[config.mk]
export PLATFORM = sky130hd
export DESIGN_NAME = btn_press_encoder
export DESIGN_NICKNAME = d
export VERILOG_FILES = /design/src/rtl/btn_pkg.sv /design/src/rtl/btn_edge_detect.sv /design/src/rtl/btn_press_encoder.sv
export SDC_FILE = /design/constraint.sdc
export NUM_CORES = 1
export LEC_CHECK = 0
export CORE_ASPECT_RATIO = 0.75
export CORE_MARGIN = 5
export CORE_UTILIZATION = 62
export CTS_BUF_LIST = sky130_fd_sc_hd__clkbuf_8
export CTS_CLUSTER_DIAMETER = 200
export DETAILED_ROUTE_END_ITERATION = 6
export PLACE_DENSITY = 0.93
export SKIP_CTS_REPAIR_TIMING = 1
export SLEW_MARGIN = 5
export SYNTH_ARGS = -nofsm -noshare
export SYNTH_HDL_FRONTEND = slang
export SYNTH_SLANG_ARGS = --single-unit
[constraint.sdc]
create_clock -name clk_i -period 3.3 [get_ports clk_i]
set_input_delay 0.33 -clock clk_i [delete_from_list [all_inputs] [get_ports clk_i]]
set_output_delay 0.33 -clock clk_i [all_outputs]
set_load 0.02 [all_outputs]
[src/rtl/btn_pkg.sv]
// ---------------------------------------------------------------------------
// btn_pkg : shared state encoding and drop-counter constants.  Rev 1.0
// ---------------------------------------------------------------------------
`default_nettype none

package btn_pkg;

  typedef enum logic [1:0] {
    IDLE     = 2'd0,
    HOLD     = 2'd1,
    EMIT     = 2'd2,
    WAIT_REL = 2'd3
  } btn_state_t;

  localparam int              DROP_W   = 8;
  localparam logic [DROP_W-1:0] DROP_MAX = 8'hFF;

endpackage

`default_nettype wire

[src/rtl/btn_edge_detect.sv]
// ---------------------------------------------------------------------------
// btn_edge_detect : rising-edge vector of the debounced buttons.  Rev 1.0
// ---------------------------------------------------------------------------
`default_nettype none

module btn_edge_detect
  import btn_pkg::*;
#(
  parameter int NUM_BTNS = 4
) (
  input  logic                clk_i,
  input  logic                rst_ni,
  input  logic [NUM_BTNS-1:0] btn_db_i,
  output logic [NUM_BTNS-1:0] rise_o,
  output logic                rise_multi_o
);

  logic [NUM_BTNS-1:0] prev_db_q;

  // Reset to all ones so a button held through reset is not seen as a press.
  always_ff @(posedge clk_i or negedge rst_ni) begin
    if (!rst_ni) prev_db_q <= '1;
    else         prev_db_q <= btn_db_i;
  end

  assign rise_o = btn_db_i & ~prev_db_q;

  // Clearing the lowest set bit leaves something only when two or more rose.
  assign rise_multi_o = |(rise_o & (rise_o - NUM_BTNS'(1)));

endmodule

`default_nettype wire

[src/rtl/btn_press_encoder.sv]
// ---------------------------------------------------------------------------
// btn_press_encoder : turns debounced button presses into short/long events
// on a valid/ready handshake, counting unserviceable presses.  Rev 1.0
// ---------------------------------------------------------------------------
`default_nettype none

module btn_press_encoder
  import btn_pkg::*;
#(
  parameter int unsigned NUM_BTNS = 4,
  parameter int unsigned LONG_CNT = 16'd50000,
  localparam int         IDX_W    = $clog2(NUM_BTNS)
) (
  input  logic                clk_i,
  input  logic                rst_ni,
  input  logic [NUM_BTNS-1:0] btn_db_i,
  input  logic                evt_ready_i,
  input  logic                drop_clr_i,
  output logic                evt_valid_o,
  output logic [IDX_W-1:0]    evt_idx_o,
  output logic                evt_long_o,
  output logic                evt_multi_o,
  output logic [DROP_W-1:0]   drop_cnt_o,
  output logic                busy_o
);

  localparam int              CNT_W     = $clog2(LONG_CNT + 1);
  localparam logic [CNT_W-1:0] LONG_LAST = CNT_W'(LONG_CNT - 1);

  btn_state_t          state_q, state_d;
  logic [IDX_W-1:0]    evt_idx_q, evt_idx_d, first_idx;
  logic                evt_long_q, evt_long_d;
  logic                evt_multi_q, evt_multi_d;
  logic                evt_valid_q, evt_valid_d;
  logic                busy_q, busy_d;
  logic [CNT_W-1:0]    cnt_q, cnt_d;
  logic [DROP_W-1:0]   drop_q, drop_d;
  logic [NUM_BTNS-1:0] rise;
  logic                rise_multi;
  logic                held;

  btn_edge_detect #(
    .NUM_BTNS (NUM_BTNS)
  ) u_edge (
    .clk_i        (clk_i),
    .rst_ni       (rst_ni),
    .btn_db_i     (btn_db_i),
    .rise_o       (rise),
    .rise_multi_o (rise_multi)
  );

  // Descending scan so the lowest rising index wins.
  always_comb begin
    first_idx = '0;
    for (int i = NUM_BTNS - 1; i >= 0; i--) begin
      if (rise[i]) first_idx = IDX_W'(i);
    end
  end

  assign held = btn_db_i[evt_idx_q];

  always_ff @(posedge clk_i or negedge rst_ni) begin
    if (!rst_ni) begin
      state_q     <= IDLE;
      evt_idx_q   <= '0;
      evt_long_q  <= 1'b0;
      evt_multi_q <= 1'b0;
      evt_valid_q <= 1'b0;
      busy_q      <= 1'b0;
      cnt_q       <= '0;
      drop_q      <= '0;
    end else begin
      state_q     <= state_d;
      evt_idx_q   <= evt_idx_d;
      evt_long_q  <= evt_long_d;
      evt_multi_q <= evt_multi_d;
      evt_valid_q <= evt_valid_d;
      busy_q      <= busy_d;
      cnt_q       <= cnt_d;
      drop_q      <= drop_d;
    end
  end

  always_comb begin
    state_d = state_q;
    unique case (state_q)
      IDLE:     if (|rise) state_d = HOLD;
      HOLD:     if (!held || cnt_q == LONG_LAST) state_d = EMIT;
      EMIT:     if (evt_ready_i) state_d = (evt_long_q && held) ? WAIT_REL : IDLE;
      WAIT_REL: if (!held) state_d = IDLE;
      default:  state_d = IDLE;
    endcase
  end

  always_comb begin
    evt_idx_d   = evt_idx_q;
    evt_long_d  = evt_long_q;
    evt_multi_d = evt_multi_q;
    cnt_d       = cnt_q;
    unique case (state_q)
      IDLE: begin
        if (|rise) begin
          evt_idx_d   = first_idx;
          evt_multi_d = rise_multi;
          evt_long_d  = 1'b0;
          cnt_d       = '0;
        end
      end
      HOLD: begin
        // Release is checked first so it beats the long threshold.
        if (!held)                  evt_long_d = 1'b0;
        else if (cnt_q == LONG_LAST) evt_long_d = 1'b1;
        else                        cnt_d      = cnt_q + CNT_W'(1);
      end
      default: ;
    endcase

    evt_valid_d = (state_d == EMIT);
    busy_d      = (state_d != IDLE);

    drop_d = drop_q;
    if (drop_clr_i)
      drop_d = '0;
    else if (|rise && (state_q != IDLE || rise_multi) && drop_q != DROP_MAX)
      drop_d = drop_q + DROP_W'(1);
  end

  assign evt_valid_o = evt_valid_q;
  assign evt_idx_o   = evt_idx_q;
  assign evt_long_o  = evt_long_q;
  assign evt_multi_o = evt_multi_q;
  assign drop_cnt_o  = drop_q;
  assign busy_o      = busy_q;

endmodule

`default_nettype wire
==> impl_metrics.env, run 1 <==
export IMPL_leakage_uw=0.000971
export IMPL_synth_top_area_share_pct=42.6
export IMPL_wl_per_cell_um=17.9
export IMPL_yosys_area_share_adder_pct=1.33
export IMPL_gp_congestion=0.896
export IMPL_synthCells=196
export IMPL_fin_crit_sh_pct=70.3
export IMPL_netlist_top_cells_area="dfrtp_1 43%, dfstp_2 5.6%, nor2_1 3.8%, a21oi_1 3.7%, mux2i_1 3.7%"
export IMPL_fillers=206
export IMPL_synth_flop_cell="dfrtp_1"
export IMPL_r2r_end="cnt_q[9]"
export IMPL_post_route_util_pct=75.6
export IMPL_drt_iter0_markers=221
export IMPL_rrSetupSlack_ns=0.98
export IMPL_ant_nets=0
export IMPL_fin_ws_ns=0.981
export IMPL_worstHoldPathType="in -> async"
export IMPL_crit_family="simple AND/OR/NAND/NOR gates"
export IMPL_yosys_area_top_type="dfrtp_1"
export IMPL_tightest_slew_ns=0.841
export IMPL_setup_viol=0
export IMPL_ys_seq_area_share_pct=48.2
export IMPL_power_density_nw_per_um2=674
export IMPL_path_class="reg -> reg"
export IMPL_wl_met1_um=1850
export IMPL_ys_warnings_count=0
export IMPL_routed_wirelength_um=4590
export IMPL_ir_drop_uv=344
export IMPL_grt_max_degree=37
export IMPL_antenna_cells=0
export IMPL_cts_num_sinks=36
export IMPL_crit_path_end_kind="flop"
export IMPL_area_growth_synth_to_final_pct=18.2
export IMPL_ys_async_sr_fraction_pct=100
export IMPL_drv_slew=0
export IMPL_path_max_fanout=12
export IMPL_final_cell_mix="32 x dfrtp_1, 21 x clkdlybuf4s50_1, 19 x nor2_1, 18 x nand2_1, 14 x a21oi_1"
export IMPL_fin_tns_setup_ns=0
export IMPL_synth_xor_area_share_pct=2.33
export IMPL_grt_use_total_pct=23.2
export IMPL_r2r_start="cnt_q[4]"
export IMPL_met2RoutedLength_um=2290
export IMPL_fin_skew_ns=0.00609
export IMPL_crit_path_start_kind="flop"
export IMPL_ys_types=41
export IMPL_core_area_um2=2940
export IMPL_synth_compound_area_share_pct=11.5
export IMPL_synthesis_nets=206
export IMPL_drv_cap=0
export IMPL_yosys_area_share_simple_pct=28.0
export IMPL_fmax_ghz=0.431
export IMPL_ys_ff_latch=36
export IMPL_worstPathCellList="or4b_1 > o41a_1 > and2_1 > and4_4 > mux2i_1"
export IMPL_dr_max_layer_used="met4"
export IMPL_place_inst=249
export IMPL_drc=0
export IMPL_hpwl_um=3260
export IMPL_max_slew_margin_rel_pct=44.0
export IMPL_grt_first_pass_wirelength_um=7500
export IMPL_cts_buffers_inserted=5
export IMPL_vias=1653
export IMPL_status="completed"
export IMPL_io_pins=22
export IMPL_die_area_um2=4240
export IMPL_clockBufferDepth=2
export IMPL_max_stage_delay_ns=0.59
export IMPL_cp_num_buf_inv=0
export IMPL_port_buffers=21
export IMPL_synth_top_family_by_area="simple AND/OR/NAND/NOR gates"
export IMPL_die_w_um=73.6
export IMPL_cts_clk_slew_worst_paths_ns=0.08
export IMPL_cts_root_buffer="clkbuf_8"
export IMPL_wl_met3_um=292
export IMPL_preCtsSetupSlack_ns=0.780
export IMPL_cts_tree="yes"
export IMPL_final_cells=257
export IMPL_crit_required_ns=3.51
export IMPL_via_per_inst=6.43
export IMPL_dr_pass1_iters=5
export IMPL_grt_setup_unrepaired="false"
export IMPL_num_rows=17
export IMPL_crit_arrival_ns=2.53
export IMPL_nets=228
export IMPL_min_period_ns=2.32
export IMPL_syn_area_um2=1880
export IMPL_synthMuxAreaShare_pct=6.13
export IMPL_mostFrequentLayoutCell="dfrtp_1"
export IMPL_grt_overflow=0
export IMPL_antenna_found_initial=0
export IMPL_start_util_pct=64.0
export IMPL_worstSkewPairLatency_ns=0.30
export IMPL_grt_pass1_vias=1616
export IMPL_cp_slowest_cell="o41a_1"
export IMPL_htreeDepth=2
export IMPL_synth_edf_count=0
export IMPL_die_h_um=57.7
export IMPL_synth_avg_cell_area_um2=9.58
export IMPL_r2r_cells=5
export IMPL_drive_gt1_share_pct=8.68
export IMPL_finalHoldViolations=0
==> area by class of cell <==
type / count / area, um^2 / share of cell area [%]
Multi-Input combinational cell: 150 / 926 / 41.7
Sequential cell: 36 / 906 / 40.8
Timing Repair Buffer: 22 / 218 / 9.81
Clock buffer: 5 / 68.8 / 3.10
Tap cell: 38 / 47.5 / 2.14
Clock inverter: 3 / 42.5 / 1.92
Inverter: 3 / 11.3 / 0.507
==> how the worst max path moves through the flow <==
stage	slack [ns]	endpoint	cells after the start	start
after floorplan	1.30	cnt_q[6]	6	cnt_q[4]
after global placement	0.91	drop_cnt_o[5]	6	btn_db_i[1]
after detailed placement	0.78	drop_cnt_o[5]	6	btn_db_i[1]
after CTS	1.01	cnt_q[9]	5	cnt_q[4]
after global routing	0.86	drop_cnt_o[5]	5	u_edge.prev_db_q[1]
final	0.98	cnt_q[9]	5	cnt_q[4]
==> flip-flops by register name (all words and copies together), names as in the netlist <==
signal	cells
u_edge.prev_db_q	4
evt_idx_o	2
evt_multi_o	1
drop_cnt_o	8
cnt_q	16
busy_o	1
state_q	2
evt_long_o	1
evt_valid_o	1
==> cells in the mapped netlist (3+ instances only) <==
library cell  count
xor2_1            3
a21o_1            3
nand2_1          18
clkbuf_1          4
nand2b_1          7
and2_1            5
dfrtp_1          32
o21ai_0          10
nor2b_1           3
nand4_1          11
mux2i_1           7
nor2_1           19
and4_1            3
dfstp_2           4
nand3_1          11
inv_1             3
or3_1             3
nor4_1            3
and3_1            5
a21oi_1          14
==> power breakdown <==
part / internal (uW) / leakage [uW] / switching [uW]
logic: 201 / 0.000444 / 315
registers: 512 / 0.000472 / 78.0
clock network: 223 / 0.0000541 / 166
total: 937 / 0.000971 / 559
==> logic make-up after synthesis <==
family	after synthesis
AO/OA/AOI/OAI	36
XOR/XNOR	5
adder cells (fa/ha/maj)	2
buffers and inverters	10
flip-flops	36
multiplexers	10
AND/OR/NAND/NOR	97
==> layer usage <==
metal	vias to the layer above	track usage (%)
met5	-	0
met4	0	10.9
met3	24	6.93
met2	81	38.0
met1	792	28.2
li1	756	-
==> through the flow <==
stage          hold WS [ns]  total power, uW  cell area, um^2
2_1_floorplan        0.0344              927             1880
3_3_place_gp          0.462             1060             2110
3_5_place_dp          0.501             1100             2110
4_1_cts               0.454             1490             2220
5_1_grt               0.484             1580             2220
6_report              0.441             1500             2220
Note: power is estimated with default switching activity, not from simulation.
==> run 2, diff against run 1 <==
Settings changed: CORE_UTILIZATION 62 to 52, PLACE_DENSITY 0.93 to 0.84.
Clock period 3.3 ns to 2 ns, I/O delays scaled along.
==> run 2 against run 1 <==
Core utilization is 0.99 points lower; clock skew is 0.0010 ns lower; final cell count rose by 14%; first-iteration DRC count down 60%; critical endpoint is now cnt_q[10]; global-route usage decreased by 2.3 points; cell area grew 14%; largest power group is now combinational logic; combinational power rose by 130%; setup slack worse by 0.93 ns; sequential cell count unchanged.
==> impl_metrics.env, run 2 (synthesis results as in run 1) <==
export IMPL_grt_use_total_pct=20.9
export IMPL_grt_busiest_layer="met2"
export IMPL_path_class="reg -> reg"
export IMPL_clockBufferDepth=2
export IMPL_largest_register_ffs=16
export IMPL_start_util_pct=55.6
export IMPL_drive_gt1_share_pct=24.4
export IMPL_worstSkewPairLatency_ns=0.29
export IMPL_status="completed"
export IMPL_ant_nets=0
export IMPL_grt_overflow=0
export IMPL_max_stage_delay_ns=0.52
export IMPL_antenna_found_initial=0
export IMPL_area_growth_synth_to_final_pct=34.2
export IMPL_hpwl_um=3210
export IMPL_crit_required_ns=2.18
export IMPL_cp_slowest_cell="or4b_1"
export IMPL_cts_num_sinks=36
export IMPL_cts_root_buffer="clkbuf_8"
export IMPL_gr_usage_met3_pct=4.61
export IMPL_setup_viol=0
export IMPL_grt_max_degree=37
export IMPL_fin_skew_ns=0.00504
export IMPL_min_period_ns=1.95
export IMPL_drc=0
export IMPL_htreeDepth=2
export IMPL_routed_wirelength_um=4480
export IMPL_fin_crit_sh_pct=97.4
export IMPL_core_area_um2=3380
export IMPL_worstHoldPathType="in -> async"
export IMPL_final_cell_mix="35 x buf_4, 32 x dfrtp_1, 21 x clkdlybuf4s50_1, 18 x nor2_1, 16 x nand2_1"
export IMPL_cp_num_buf_inv=1
export IMPL_port_buffers=21
export IMPL_finalHoldViolations=0
export IMPL_leakage_uw=0.00115
export IMPL_cts_tree="yes"
export IMPL_nets=263
export IMPL_met1_usage_pct=29.6
export IMPL_crit_path_start_kind="flop"
export IMPL_drv_cap=0
export IMPL_cts_clk_slew_worst_paths_ns=0.07
export IMPL_die_w_um=79.4
export IMPL_grt_first_pass_wirelength_um=7820
export IMPL_grt_setup_unrepaired="true"
export IMPL_vias=1668
export IMPL_drt_iter0_markers=88
export IMPL_crit_family="simple AND/OR/NAND/NOR gates"
export IMPL_num_rows=18
export IMPL_tightest_slew_ns=0.453
export IMPL_worstPathCellList="or4b_1 > o41a_1 > buf_6 > and3_4 > xnor2_1 > nor2_1"
export IMPL_crit_arrival_ns=2.13
export IMPL_preCtsSetupSlack_ns=-0.192
export IMPL_fillers=234
export IMPL_wl_per_cell_um=15.2
export IMPL_io_pins=22
export IMPL_max_flop_register="cnt_q"
export IMPL_whs_ns=0.341
export IMPL_via_per_inst=5.67
export IMPL_die_h_um=62.0
export IMPL_grtUsageMet2_pct=32.1
export IMPL_place_area_um2=2370
export IMPL_final_area_um2=2520
export IMPL_fin_ws_ns=0.0528
export IMPL_max_slew_margin_rel_pct=69.8
export IMPL_dr_pass1_iters=4
export IMPL_power_density_nw_per_um2=1090
export IMPL_crit_path_end_kind="flop"
export IMPL_grt_pass1_vias=1648
export IMPL_drv_slew=0
export IMPL_fin_tns_setup_ns=0
export IMPL_antenna_cells=0
export IMPL_die_area_um2=4930
export IMPL_path_max_fanout=8
export IMPL_mostFrequentLayoutCell="buf_4"
export IMPL_cts_buffers_inserted=5
export IMPL_fmax_ghz=0.514
export IMPL_gp_congestion=0.831
export IMPL_ir_drop_uv=588
[run 2: area by class of cell]
class	instances	area, um^2	area share (%)
Sequential cell	36	906	35.9
Timing Repair Buffer	57	484	19.2
Clock buffer	5	68.8	2.73
Tap cell	40	50.0	1.99
Clock inverter	3	42.5	1.69
Multi-Input combinational cell	150	958	38.0
Inverter	3	11.3	0.447
[run 2: report_power, final]
part / total (uW) / switching [uW] / internal, uW
logic: 1170 / 630 / 544
registers: 929 / 84.9 / 844
clock network: 639 / 270 / 369
[run 2: per-layer routing]
metal  vias to the layer above  wire (um)
met5                         -          0
met4                         0         72
met3                        10        289
met2                        56       2040
met1                       776       2070
li1                        826          -
[run 2: final timing paths]
| path | startpoint | endpoint | slack (ns) | cells after the start |
|---|---|---|---|---|
| min in group clk_i | btn_db_i[0] | u_edge.prev_db_q[0] | 0.46 | 2 |
| worst min register to register | cnt_q[15] | cnt_q[15] | 0.48 | 1 |
| worst max register to register | cnt_q[12] | cnt_q[10] | 0.05 | 6 |
| worst min-delay path | rst_ni | drop_cnt_o[0] | 0.34 | 2 |
| max in group asynchronous | rst_ni | u_edge.prev_db_q[0] | 1.31 | 2 |
| worst max-delay path | cnt_q[12] | cnt_q[10] | 0.05 | 6 |
[run 2: through the flow]
step | std cells | utilization (%) | power (uW)
2_1_floorplan | 196 | - | 1530
3_3_place_gp | 285 | 70.0 | 1960
3_5_place_dp | 285 | 70.0 | 2010
4_1_cts | 293 | 73.3 | 2650
5_1_grt | 294 | 74.6 | 2910
6_report | 294 | 74.6 | 2740
